**src/rtl/mux_pkg.sv**
```systemverilog
// Shared constants and elaboration-time helpers for the K-to-1 selector tree.
package mux_pkg;

    localparam int MUX_RADIX = 4;

    // Select width for n candidates, never narrower than one bit.
    function automatic int clog2_safe(input int n);
        int w;
        w = 0;
        while ((1 << w) < n) begin
            w = w + 1;
        end
        if (w < 1) begin
            w = 1;
        end
        return w;
    endfunction

    // Number of nodes feeding level l of the tree.
    function automatic int lvl_count(input int k, input int l);
        int n;
        n = k;
        for (int i = 0; i < l; i++) begin
            n = (n + MUX_RADIX - 1) / MUX_RADIX;
        end
        return n;
    endfunction

    // Offset of level l inside the flattened node vector.
    function automatic int lvl_offset(input int k, input int l);
        int o;
        o = 0;
        for (int i = 0; i < l; i++) begin
            o = o + lvl_count(k, i);
        end
        return o;
    endfunction

endpackage

```
**src/rtl/mux_4x1_cell.sv**
```systemverilog
// Combinational 4:1 selector cell used at every full level of the tree.
module mux_4x1_cell
    import mux_pkg::*;
(
    input  logic [MUX_RADIX-1:0] d,
    input  logic [1:0]           s,
    output logic                 o
);

    assign o = d[s];

endmodule

```
**src/rtl/mux_64_1.sv**
```systemverilog
// K-to-1 single-bit multiplexer: balanced tree of 4:1 cells feeding one
// output register, with zero forced for out-of-range selects.
module mux_64_1
    import mux_pkg::*;
#(
    parameter  int K     = 64,
    localparam int SEL_W = clog2_safe(K)
) (
    input  logic             clk,
    input  logic             rst,
    input  logic [K-1:0]     a,
    input  logic [SEL_W-1:0] sel,
    input  logic             in_valid,
    output logic             y,
    output logic             out_valid
);

    localparam int NLVL4 = SEL_W / 2;
    localparam int TOTAL = lvl_offset(K, NLVL4 + 1);
    localparam int OFIN  = lvl_offset(K, NLVL4);

    // All tree nodes flattened level by level; level 0 is the input bus.
    logic [TOTAL-1:0] w_node;
    logic             w_tree;
    logic             w_oor;
    logic             r_y;
    logic             r_out_valid;

    assign w_node[K-1:0] = a;

    for (genvar l = 0; l < NLVL4; l++) begin : g_lvl
        localparam int CIN  = lvl_count(K, l);
        localparam int OIN  = lvl_offset(K, l);
        localparam int COUT = lvl_count(K, l + 1);
        localparam int OOUT = lvl_offset(K, l + 1);
        for (genvar c = 0; c < COUT; c++) begin : g_cell
            logic [MUX_RADIX-1:0] w_d;
            for (genvar j = 0; j < MUX_RADIX; j++) begin : g_in
                // Missing inputs of a partial group read as zero.
                if (c * MUX_RADIX + j < CIN) begin : g_live
                    assign w_d[j] = w_node[OIN + c * MUX_RADIX + j];
                end else begin : g_tie
                    assign w_d[j] = 1'b0;
                end
            end
            mux_4x1_cell u_cell (
                .d (w_d),
                .s (sel[2 * l + 1 : 2 * l]),
                .o (w_node[OOUT + c])
            );
        end
    end

    // An odd select width leaves exactly two nodes for a final 2:1 on the MSB.
    if ((SEL_W % 2) == 1) begin : g_last2
        assign w_tree = sel[SEL_W - 1] ? w_node[OFIN + 1] : w_node[OFIN];
    end else begin : g_last1
        assign w_tree = w_node[OFIN];
    end

    if (K == (1 << SEL_W)) begin : g_full
        assign w_oor = 1'b0;
    end else begin : g_part
        assign w_oor = ({1'b0, sel} >= (SEL_W + 1)'(K));
    end

    // Output register: y loads only on valid input, out_valid tracks in_valid.
    always_ff @(posedge clk) begin
        if (rst) begin
            r_y         <= 1'b0;
            r_out_valid <= 1'b0;
        end else begin
            r_out_valid <= in_valid;
            if (in_valid) begin
                r_y <= w_oor ? 1'b0 : w_tree;
            end
        end
    end

    assign y         = r_y;
    assign out_valid = r_out_valid;

endmodule

```
**config.mk**
```make
export PLATFORM = sky130hd
export DESIGN_NAME = mux_64_1
export DESIGN_NICKNAME = d
export VERILOG_FILES = /design/src/rtl/mux_pkg.sv /design/src/rtl/mux_4x1_cell.sv /design/src/rtl/mux_64_1.sv
export SDC_FILE = /design/constraint.sdc
export NUM_CORES = 1
export LEC_CHECK = 0
export ABC_AREA = 0
export ABC_CLOCK_PERIOD_IN_PS = 1800
export CAP_MARGIN = 0
export CORE_ASPECT_RATIO = 0.6
export CORE_MARGIN = 2
export CORE_UTILIZATION = 28
export CTS_CLUSTER_SIZE = 12
export DETAILED_ROUTE_END_ITERATION = 6
export PLACE_DENSITY = 0.88
export SETUP_SLACK_MARGIN = 0.05
export SLEW_MARGIN = 25
export SYNTH_ARGS = -nofsm -noshare
export SYNTH_HDL_FRONTEND = slang
export SYNTH_SLANG_ARGS = --single-unit
export TNS_END_PERCENT = 20
```
**constraint.sdc**
```tcl
create_clock -name clk -period 1.8 [get_ports clk]
set_input_delay 0.36 -clock clk [delete_from_list [all_inputs] [get_ports clk]]
set_output_delay 0.36 -clock clk [all_outputs]
set_load 0.01 [all_outputs]
```
==> results.yml <==
synth:
  synth-seq-area-share_pct: 5.80
  avgSynthCellArea_um2: 11.1
  synth.area.top_cells: "mux4_1 46%, mux2_2 9.8%, dfxtp_1 5.8%"
  synth_top_family_by_area: "multiplexers"
  synth_common_cells: "12 x mux4_1, 6 x mux2_2, 5 x nand3b_1"
  yosys.area_share.simple_pct: 19.2
  synth_edf_count: 0
  ys_ff_latch: 2
  synth_mux_area_share_pct: 55.4
  synth_top_area_share_pct: 45.7
  yosys.area_share.adder_pct: 0
  synth.largest_area_cell: "mux4_1"
  synth_most_common_cell: "mux4_1"
  synthCells: 62
  synth_ff_type: "dfxtp_1"
  async_flop_share_pct: 0
  synth_area_um2: 691
  synth.net_count: 135
  yosysUniqueCellTypes: 23
  yosysWarnings: 0
  synth-compound-area-share_pct: 10.7
  yosys.area_share.xor_xnor_pct: 0
status:
  status: "complete, but fails checks"
  violations: "negative setup slack"
power:
  p_comb_share_pct: 60.3
  power_switching_uw: 141
  switching_share_pct: 25.0
  ir_drop_mv: 0.155
  power.internal_uw: 423
  power.density_nw_per_um2: 341
  power.sequential.fraction_pct: 8.8
  p_leak_nw: 0.736
  power_frac_clock_pct: 30.8
critical_path:
  critPathArrivalTime_ns: 1.89
  required_ns: 1.89
  critPathKind: "primary input to flop"
  path_max_fanout: 1
  end_kind: "flop"
  startpoint_type: "primary input"
global_routing:
  grt_max_degree: 12
  antenna_found_initial: 0
  grt_util_all_layers_pct: 19.3
  grt_overflow_total: 0
  grt_pass1_wl_um: 4200
  grt_pass1_vias: 940
floorplanning:
  placementRows: 13
  die_x_um: 68.1
  start_util_pct: 30.8
  die_area_um2: 2890
  boundaryPins: 75
  die_h_um: 42.5
  core_um2: 2240
timing:
  hold_viol: 0
  fin_skew_ns: 0
  setup_viol: 1
  setup_tns_ns: -0.00849
  finalCriticalPeriod_ns: 1.81
  setup_ws_ns: -0.00849
  tightestPinTransition_ns: 0.312
  max_freq_mhz: 553
  fin_crit_sh_pct: 100
  slew_headroom_pct: 79.0
  report.final.slew_viol_count: 0
final_layout:
  num-nets-final: 221
  finalCoreUtilization_pct: 73.6
  num_antenna_cells: 0
  drive_above_1_share_pct: 35.6
  area_growth_pct: 139
  fillerInstances: 153
  fin_cells: 176
detailed_routing:
  wl_um: 3110
  dr.pass1.iters: 4
  wire_per_inst_um: 17.7
  postRouteAntennaNets: 0
  route.detailed.drc: 0
  vias: 920
  vias_per_cell: 5.23
  drt_iter0_markers: 58
clock_tree:
  clk_root_buffer_cell: "clkbuf_8"
  insertion_delay_ns: 0.21
  clkSlewWorstSetupHoldPaths_ns: 0.03
  numClockSinks: 2
  htreeDepth: 1
  tritoncts: "built"
  numCtsBuffers: 3
  cts_buffer_depth: 2
  cts_hold_repair.buffers: 0
placement:
  gp_congestion: 0.731
  dp_hpwl_um: 2130
  place_inst: 168
  port_buffers: 74
job:
  maxCapViolCount: 0
hold_path:
  hold_class: "flop to flop"
==> path summary, 6_finish.rpt <==
check,from,end,slack [ns],cells past startpoint
worst max-delay path,a[11],y$_SDFFE_PP0P_,-0.008,6
worst min-delay path,y$_SDFFE_PP0P_,y$_SDFFE_PP0P_,0.53,2
worst max register to register,y$_SDFFE_PP0P_,y$_SDFFE_PP0P_,1.18,2
worst min register to register,y$_SDFFE_PP0P_,y$_SDFFE_PP0P_,0.53,2
==> worst max-delay path, stage by stage <==
cell and delay, ns:
clkdlybuf4s50_1 0.40, mux4_2 0.44, nand3b_1 0.12, a41oi_2 0.13
nor4_1 0.34, o41ai_1 0.10
==> metal layers <==
metal / track usage, % / vias up / routed length, um / share of wire (%)
met4: 3.60 / 0 / 0 / 0
met5: 0 / - / 0 / 0
li1: - / 431 / - / -
met1: 23.9 / 436 / 1250 / 40
met3: 4.84 / 0 / 296 / 9.5
met2: 33.8 / 53 / 1570 / 50
==> layout make-up <==
cell class,count,area [um2],share of cell area [%]
Timing Repair Buffer,87,900,54.5
Multi-Input combinational cell,52,626,37.9
Clock buffer,3,41.3,2.50
Sequential cell,2,40.0,2.42
Tap cell,30,37.5,2.27
Inverter,2,7.51,0.455
==> power by group through the flow <==
stage	registers, mW	clock network (mW)	logic (mW)
after floorplan	0.0513	0	0.112
after global placement	0.0497	0	0.292
after detailed placement	0.0499	0	0.299
after CTS	0.0495	0.176	0.325
after global routing	0.0496	0.184	0.362
final	0.0498	0.174	0.340
==> cells in the final DEF, fill, tap and decap left out, types with 2 or more instances in the layout <==
cell / n
dfxtp_1: 2
nand2_2: 3
clkbuf_8: 3
clkdlybuf4s50_1: 51
o22ai_1: 2
nor2_2: 2
nor2b_1: 2
mux4_2: 11
nor2_1: 2
dlymetal6s2s_1: 16
a41oi_2: 2
mux2_2: 6
nand3b_1: 5
nand3_2: 2
nor4_2: 2
buf_4: 8
buf_6: 4
dlygate4sd2_1: 5
o22ai_2: 2
==> cells by family (layout without fill, tap and decap cells) <==
kind of cell    after synthesis  in the layout
compound gates               10             10
mux                          18             18
buf+inv                       8             92
simple gates                 24             24
flops                         2              2
==> per-stage QoR <==
step	hold WS (ns)	worst slack [ns]	cell area [um2]	power, mW
finish	0.531	-0.00849	1650	0.564
global route	0.536	-0.0449	1650	0.596
CTS	0.512	0.0507	1600	0.551
detailed placement	0.493	-0.498	1490	0.348
global placement	0.479	-0.447	1490	0.341
floorplan	0.427	0.125	691	0.164
==> flip-flops by register name, indices dropped and copies added (netlist names) <==
| signal | flops |
|---|---|
| out_valid | 1 |
| y | 1 |
==> what timing repair did <==
action                     in CTS  in global routing
gates resized for setup        25                 38
pin swaps                       9                 15
buffers inserted                6                  0
setup endpoints to repair       1                  1
Power figures use the tool's default switching activity.
